[src/rtl/prog_loader.sv]
// Boot-time loader: receives a LEN/DATA/CSUM framed byte stream and writes it into memory.
// When the checksum matches it releases core reset and passes the core's write port through.
module prog_loader #(
    parameter int             n         = 8,
    parameter logic [n-1:0]   BASE_ADDR = '0,
    parameter int             TIMEOUT   = 0
) (
    input  logic         clk,
    input  logic         reset,
    input  logic [n-1:0] in_data,
    input  logic         in_valid,
    output logic         in_ready,
    input  logic         start,
    input  logic [n-1:0] cpu_wr_data,
    input  logic [n-1:0] cpu_wr_addr,
    input  logic         cpu_wr_en,
    output logic [n-1:0] mem_wr_data,
    output logic [n-1:0] mem_wr_addr,
    output logic         mem_wr_en,
    output logic         core_reset,
    output logic         load_done,
    output logic         load_error
);

    typedef enum logic [2:0] {S_LEN, S_DATA, S_CSUM, S_RUN, S_ERR} state_t;

    state_t       state;
    logic [n-1:0] cnt;
    logic [n-1:0] addr;
    logic [n-1:0] sum;
    logic [15:0]  idle;
    logic         xfer;
    logic         timeout_hit;

    assign in_ready    = (state == S_LEN) || (state == S_DATA) || (state == S_CSUM);
    assign xfer        = in_valid && in_ready;
    // One cycle early compare so the move to ERR lands on the edge where idle reaches TIMEOUT.
    assign timeout_hit = (TIMEOUT > 0) && (idle == 16'(TIMEOUT - 1));

    always_comb begin
        mem_wr_en   = 1'b0;
        mem_wr_addr = addr;
        mem_wr_data = in_data;
        case (state)
            S_DATA: mem_wr_en = in_valid;
            S_RUN: begin
                mem_wr_en   = cpu_wr_en;
                mem_wr_addr = cpu_wr_addr;
                mem_wr_data = cpu_wr_data;
            end
            default: ;
        endcase
    end

    always_ff @(posedge clk or posedge reset) begin
        if (reset) begin
            state      <= S_LEN;
            cnt        <= '0;
            addr       <= BASE_ADDR;
            sum        <= '0;
            idle       <= '0;
            core_reset <= 1'b1;
            load_done  <= 1'b0;
            load_error <= 1'b0;
        end else begin
            case (state)
                S_LEN: begin
                    if (xfer) begin
                        cnt   <= in_data;
                        addr  <= BASE_ADDR;
                        sum   <= '0;
                        idle  <= '0;
                        state <= (in_data == '0) ? S_CSUM : S_DATA;
                    end
                end
                S_DATA: begin
                    if (xfer) begin
                        addr <= addr + n'(1);
                        sum  <= sum + in_data;
                        cnt  <= cnt - n'(1);
                        idle <= '0;
                        if (cnt == n'(1))
                            state <= S_CSUM;
                    end else if (timeout_hit) begin
                        state      <= S_ERR;
                        load_error <= 1'b1;
                    end else if (TIMEOUT > 0) begin
                        idle <= idle + 16'd1;
                    end
                end
                S_CSUM: begin
                    if (xfer) begin
                        idle <= '0;
                        if (in_data == sum) begin
                            state      <= S_RUN;
                            core_reset <= 1'b0;
                            load_done  <= 1'b1;
                        end else begin
                            state      <= S_ERR;
                            load_error <= 1'b1;
                        end
                    end else if (timeout_hit) begin
                        state      <= S_ERR;
                        load_error <= 1'b1;
                    end else if (TIMEOUT > 0) begin
                        idle <= idle + 16'd1;
                    end
                end
                S_RUN: begin
                    if (start) begin
                        state      <= S_LEN;
                        core_reset <= 1'b1;
                        load_done  <= 1'b0;
                    end
                end
                S_ERR: begin
                    if (start) begin
                        state      <= S_LEN;
                        load_error <= 1'b0;
                    end
                end
                default: state <= S_LEN;
            endcase
        end
    end

endmodule

[config.mk]
export PLATFORM = sky130hd
export DESIGN_NAME = prog_loader
export DESIGN_NICKNAME = d
export VERILOG_FILES = /design/src/rtl/prog_loader.sv
export SDC_FILE = /design/constraint.sdc
export NUM_CORES = 1
export LEC_CHECK = 0
export CAP_MARGIN = 20
export CORE_MARGIN = 2
export CORE_UTILIZATION = 47
export CTS_BUF_LIST = sky130_fd_sc_hd__clkbuf_4 sky130_fd_sc_hd__clkbuf_8
export CTS_CLUSTER_DIAMETER = 150
export DETAILED_ROUTE_END_ITERATION = 16
export PLACE_DENSITY_LB_ADDON = 0.12
export SETUP_SLACK_MARGIN = 0.1
export SYNTH_ARGS = -nofsm -noshare
export SYNTH_HDL_FRONTEND = slang
export SYNTH_SLANG_ARGS = --single-unit
[constraint.sdc]
create_clock -name clk -period 2 [get_ports clk]
set_input_delay 0.2 -clock clk [delete_from_list [all_inputs] [get_ports clk]]
set_output_delay 0.2 -clock clk [all_outputs]
set_load 0.02 [all_outputs]
==> out/metrics.cfg <==
[status]
status = complete, no violations

[critical_path]
rr_endpoint = sum[7]$_DFFE_PP0P_
cp-start-kind = flip-flop
r2r_start = sum[1]$_DFFE_PP0P_
path_max_fanout = 3
worstSetupEndpointType = flip-flop
cp.required_ns = 2.15
rr_worst_depth = 7
ff2ff_setup_slack_ns = 0.17
critical_path_class = flip-flop to flip-flop
arrival_ns = 1.99

[synthesis]
synth-main-ff-cell = dfrtp_1
async_flop_share_pct = 100
ys_seq_area_share_pct = 35.2
ys_warn_count = 0
synth_edf_count = 0
syn-mean-instance-area_um2 = 8.87
syn_inst = 241
synthesis.area_um2 = 2140
synthesis.nets = 281
yosys_register_bits = 30
synth.distinct_cells = 46

[global_routing]
grt_max_degree = 24
grt_overflow_total = 0
antenna_found_initial = 0
grtUsageTotal_pct = 23.1
grt_pass1_wl_um = 9400
grt_pass1_vias = 2065

[clock_network]
path_clk_slew_ns = 0.07
cts_buffers = 5
cts_sinks = 30
cts_tree = built
cts-root-buf = clkbuf_8
htree_levels = 2
insertion_delay_ns = 0.28
cts.path.max_buffers = 2

[sta]
max_freq_mhz = 545
hold_violations = 0
rsz0062_at_grt = yes
final_max_slew_viol_count = 0
setup_viol = 0
post-route-min-period_ns = 1.83
fin_skew_ns = 0.00540
max_slew_margin_pct = 70.6
fin_crit_sh_pct = 91.7
layout_setup_ws_ns = 0.165
tightest_slew_ns = 0.441

[drt]
route.met3.wl_um = 350
vias = 2118
highest_layer = met4
drt_first_pass_iters = 4
wl_met1_um = 2500
post-route-drc-count = 0
wl_um = 5770
ant_nets = 0
drt-wirelength-per-cell_um = 15.4
met2RoutedLength_um = 2870
drt_iter0_markers = 175
vias_per_cell = 5.65

[floorplanning]
design.die.area_um2 = 5110
die_h_um = 71.5
die_w_um = 71.5
core_region_area_um2 = 4350
rows = 24
initial_utilization_pct = 49.1
io-pin-count = 50

[run]
cap_violations = 0

[final_layout]
layout.nets = 362
syn_to_final_growth_pct = 40.5
stdcell_count = 375
drive_above_1_share_pct = 28.8
diodes = 0

[power_and_ir_drop]
powerDensity_nw_per_um2 = 1400
ir_drop_v = 0.000746
p_leak_nw = 1.37
power_w = 0.00421

[place]
gp_congestion = 0.865
numPortBuffers = 49
dp_cells = 365
dp_slack_ns = -0.216
dp_hpwl_um = 4230

[min_path]
min_path_type = input pin to asynchronous set/reset pin

cell families after synthesis:
| family | count (synthesis) | synth area share (%) |
|---|---|---|
| adders and majority gates | 11 | 6.79 |
| muxes | 21 | 10.8 |
| DFF | 30 | 35.2 |
| buffers and inverters | 18 | 3.51 |
| AOI/OAI and AO/OA | 69 | 21.0 |
| xor gates and xnor gates | 6 | 2.46 |
| and+or+nand+nor | 86 | 20.3 |
routing by layer:
layer | GRT usage (%) | vias to the layer above
met3 | 4.50 | 7
met5 | 0 | -
met2 | 38.9 | 72
li1 | - | 1042
met4 | 5.45 | 0
met1 | 30.7 | 997
cells in the mapped netlist, types with 2 or more instances:
master     n  area share [%]
a211oi_1   4             1.4
a21o_1     4             1.4
a21oi_1   19             4.4
a31oi_1    2            0.59
and3_1     2            0.59
buf_2      6             1.4
clkbuf_1   4            0.70
dfrtp_1   29              34
ha_1      10             5.9
inv_1      6             1.1
mux2_2    16             8.4
mux2i_1    5             2.3
nand2_1   34             6.0
nand2b_1   4             1.2
nand3_1    9             2.1
nor2_1    16             2.8
nor2b_1    2            0.59
nor3_1     7             1.6
nor4_1     2            0.59
o211ai_1   2            0.70
o21ai_0   21             4.9
o22a_1     2            0.82
o31ai_1    6             2.1
or3_1      2            0.59
or4_1      2            0.70
xnor2_1    4             1.6
xor2_1     2            0.82
layout make-up:
type	count	area, um^2
clock buffer	7	90.1
sequential	30	752
clock inverter	1	5.00
timing repair buffer	85	716
inverter	7	26.3
tap	52	65.1
multi-input combinational	193	1350
fill	388	1350
flip-flops by register name (all words and copies together) (netlist names):
register	cells
load_done	1
cnt	8
sum	8
load_error	1
core_reset	1
addr	8
state	3
power breakdown:
part           switching [W]  internal (W)  total, W  leakage [nW]
sequential          0.000253      0.000869   0.00112         0.368
combinational        0.00137       0.00120   0.00257         0.950
clock               0.000227      0.000291  0.000518        0.0517
total                0.00185       0.00236   0.00421          1.37
critical path: stages (launching register included):
cell and delay, ns:
dfrtp_1 0.46, ha_4 0.27, a211oi_2 0.21, o21ai_0 0.14
o31ai_1 0.20, buf_4 0.16, mux2i_1 0.17, o211ai_1 0.10
cell usage in the layout, fill, tap and decap left out, types with 2 or more instances in the layout:
master            n
a21o_1            4
clkbuf_8          6
buf_2            15
o211ai_1          2
a211oi_2          2
nor3_1            7
a21oi_1          19
or3_1             2
mux2i_1           5
o21ai_0          21
ha_1              8
o31ai_1           6
nand2_1          33
a31oi_1           2
dfrtp_1          29
dlymetal6s2s_1    2
xor2_1            2
inv_1             6
mux2_2           16
a211oi_1          2
xnor2_1           4
buf_4            34
nand2b_1          4
nor2_1           16
o22a_1            2
nand3_1           9
nor4_2            2
or4_1             2
clkdlybuf4s50_1  30
timing repair:
action / in CTS / in global routing
pin swaps: 0 / 3
setup buffers: 0 / 1
hold buffers: 0 / 0
cloned: 0 / 1
resized for setup: 49 / 27
endpoints found under the hold margin: 0 / 0
setup endpoints to repair: 18 / 24
metrics by stage:
step           hold slack [ns]  util, %  area (um^2)  setup TNS, ns
2_1_floorplan            0.274        -         2140              0
3_3_place_gp             0.465     66.9         2910         -0.584
5_1_grt                  0.262     69.0         3010              0
6_report                 0.223     69.0         3010              0
3_5_place_dp             0.470     66.9         2910         -0.600
4_1_cts                  0.239     69.6         3030              0
worst max path at each step:
stage / to / start / depth (start not counted)
finish: sum[7]$_DFFE_PP0P_ / sum[1]$_DFFE_PP0P_ / 7
global route: sum[7]$_DFFE_PP0P_ / sum[1]$_DFFE_PP0P_ / 7
CTS: mem_wr_data[7] / state[0]$_DFFE_PP0P_ / 5
detailed placement: sum[6]$_DFFE_PP0P_ / in_data[0] / 8
global placement: sum[6]$_DFFE_PP0P_ / in_data[0] / 8
floorplan: sum[6]$_DFFE_PP0P_ / sum[0]$_DFFE_PP0P_ / 7
Note: power is estimated with default switching activity, not from simulation.
==> RTL edit (same settings) <==
Set the parameter `n` to 16 (it was 8).
--- a/src/rtl/prog_loader.sv
+++ b/src/rtl/prog_loader.sv
@@ -3,3 +3,3 @@
 module prog_loader #(
-    parameter int             n         = 8,
+    parameter int             n         = 16,
     parameter logic [n-1:0]   BASE_ADDR = '0,
Interface: changed (5 resized); port bits go from 50 to 90. No check against the original RTL was run, so the function may have changed too.
==> RTL edit against the original RTL <==
The run now ends with negative setup slack left. Design area is 110% higher. Hold slack better by 0.020 ns. Wire length is 150% higher. Sequential power is 75% higher. Via count is 110% higher. Area after synthesis is 84% higher. Total power is 85% higher. Sequential cell count is 24 higher. Global-route usage is 6.9 points higher. First-iteration DRC count is 81% higher. Worst setup slack worse by 0.35 ns. Critical path depth is 2 higher. Critical endpoint is now sum[14]. Largest power group unchanged.
==> RTL edit: results (changes against the original RTL) <==
metric;value;unit;change
DP HPWL;9064;um;was 4227 um
deepest clock path buffer count;2;;unchanged
FILL cells;541;;was 388
Crit path largest cell delay;0.38;ns;was 0.46 ns
first-pass GRT wire length;20910;um;was 9397 um
area post-placement;5598;um2;was 2913 um2
setup TNS;-0.9099;ns;was 0 ns
number of global-route vias before repair;4197;;was 2065
top cells by count, synth;nand2_1 (57), dfrtp_1 (53), nor2_1 (37);;was nand2_1 (34), dfrtp_1 (29), o21ai_0 (21)
status;finished with violations;;was completed
Setup WS post-layout;-0.1798;ns;was 0.1655 ns
Fin Clk Skew;0.004717;ns;was 0.005396 ns
Worst Reg-to-Reg Cells;9;;was 7
top flop regs;addr x16, cnt x16, sum x16;;was addr x8, cnt x8, sum x8
Setup WS pre-CTS;-0.4998;ns;was -0.2164 ns
setup violators final;12;;was 0
Synth area leaders;dfrtp_1 (34%), mux2_1 (6.9%), ha_1 (5.7%);;was dfrtp_1 (34%), mux2_2 (8.4%), nand2_1 (6.0%)
routed vias/inst;6.018;;was 5.648
DP Cell Count;698;;was 365
clk_lat worst skew;0.33;ns;was 0.28 ns
register area share after synthesis;34.36;%;was 35.17%
failing checks;negative setup slack;;
Pre-antenna DRT Iters;5;;was 4
detailed router's first-iteration violation count;316;;was 175
GRT Total Usage;29.96;%;was 23.06%
average cell area after synthesis;8.846;um2;was 8.873 um2
Net Switching;3.286;mW;was 1.852 mW
final net count;691;;was 362
share of layout cells above drive strength 1;39.68;%;was 28.79%
maximum VDD drop;712.9;uV;was 745.7 uV
clk slew on worst S/H paths;0.11;ns;was 0.07 ns
GP Congestion;0.8827;;was 0.8649
critical path arrival;2.41;ns;was 1.99 ns
largest net degree at the start of global routing;55;;was 24
RTL edit: changes by cell type in the layout (fill, tap and decap cells not counted), sizes merged, moves of 20 or more:
| cell | change |
|---|---|
| buf | +79 |
| clkdlybuf4s50 | +24 |
| dfrtp | +24 |
| nand2 | +24 |
| nor2 | +20 |
RTL edit: final timing paths:
kind / startpoint / to / slack [ns]
max: sum[0] / sum[14] / -0.18
min: reset / sum[1] / 0.24
max reg2reg: sum[0] / sum[14] / -0.18
min reg2reg: core_reset / core_reset / 0.49
max in group asynchronous: reset / core_reset / 1.48
min in group clk: core_reset / core_reset / 0.49
RTL edit: what timing repair did:
action | CTS | global route
setup endpoints to repair | 54 | 60
pin swaps | 15 | 29
resized for setup | 187 | 118
setup buffers | 6 | 11
cloned | 2 | 1
RTL edit: metrics by stage:
step                      power, mW  util, %
after global routing          8.274    78.62
after detailed placement      5.923    68.47
after global placement        5.804    68.47
after floorplan               4.315        -
after CTS                     6.918    71.82
final                         7.813    78.62
RTL edit: area by class of cell:
class,instances,area (um2),share of cell area (%)
clock buffer,5,68.82,1.071
clock inverter,3,48.80,0.7592
inverter,9,33.78,0.5256
multi-input combinational,362,2995,46.60
sequential,54,1353,21.04
tap,105,131.4,2.044
timing repair buffer,187,1797,27.95
RTL edit: worst max-delay path, delay by kind of cell, from the launching register on:
kind	cells	cell delay, ns
DFF	1	0.38
adders and majority gates	2	0.52
buffers and inverters	1	0.04
AOI/OAI and AO/OA	4	0.76
and+or+nand+nor	2	0.39
RTL edit: cells by family after synthesis:
kind of cell / synth area share (%)
flops: 34.36
fa+ha+maj: 6.230
buf+inv: 3.274
mux: 9.917
compound gates: 20.25
xor+xnor: 4.228
simple gates: 21.74
RTL edit: metal layers:
layer | global-route usage, % | wire [um] | vias up
li1 | - | - | 1989
met3 | 4.269 | 1047 | 56
met5 | 0 | 0 | -
met1 | 36.71 | 5483 | 2116
met2 | 52.05 | 7078 | 202
met4 | 13.69 | 601 | 0
RTL edit: power groups by stage:
| stage | Clock, mW | Sequential [mW] | Combinational (mW) |
|---|---|---|---|
| final | 0.806 | 1.96 | 5.04 |
| after global routing | 0.849 | 2.01 | 5.42 |
| after CTS | 0.808 | 1.89 | 4.22 |
| after detailed placement | 0 | 1.90 | 4.02 |
| after global placement | 0 | 1.88 | 3.92 |
| after floorplan | 0 | 1.85 | 2.46 |
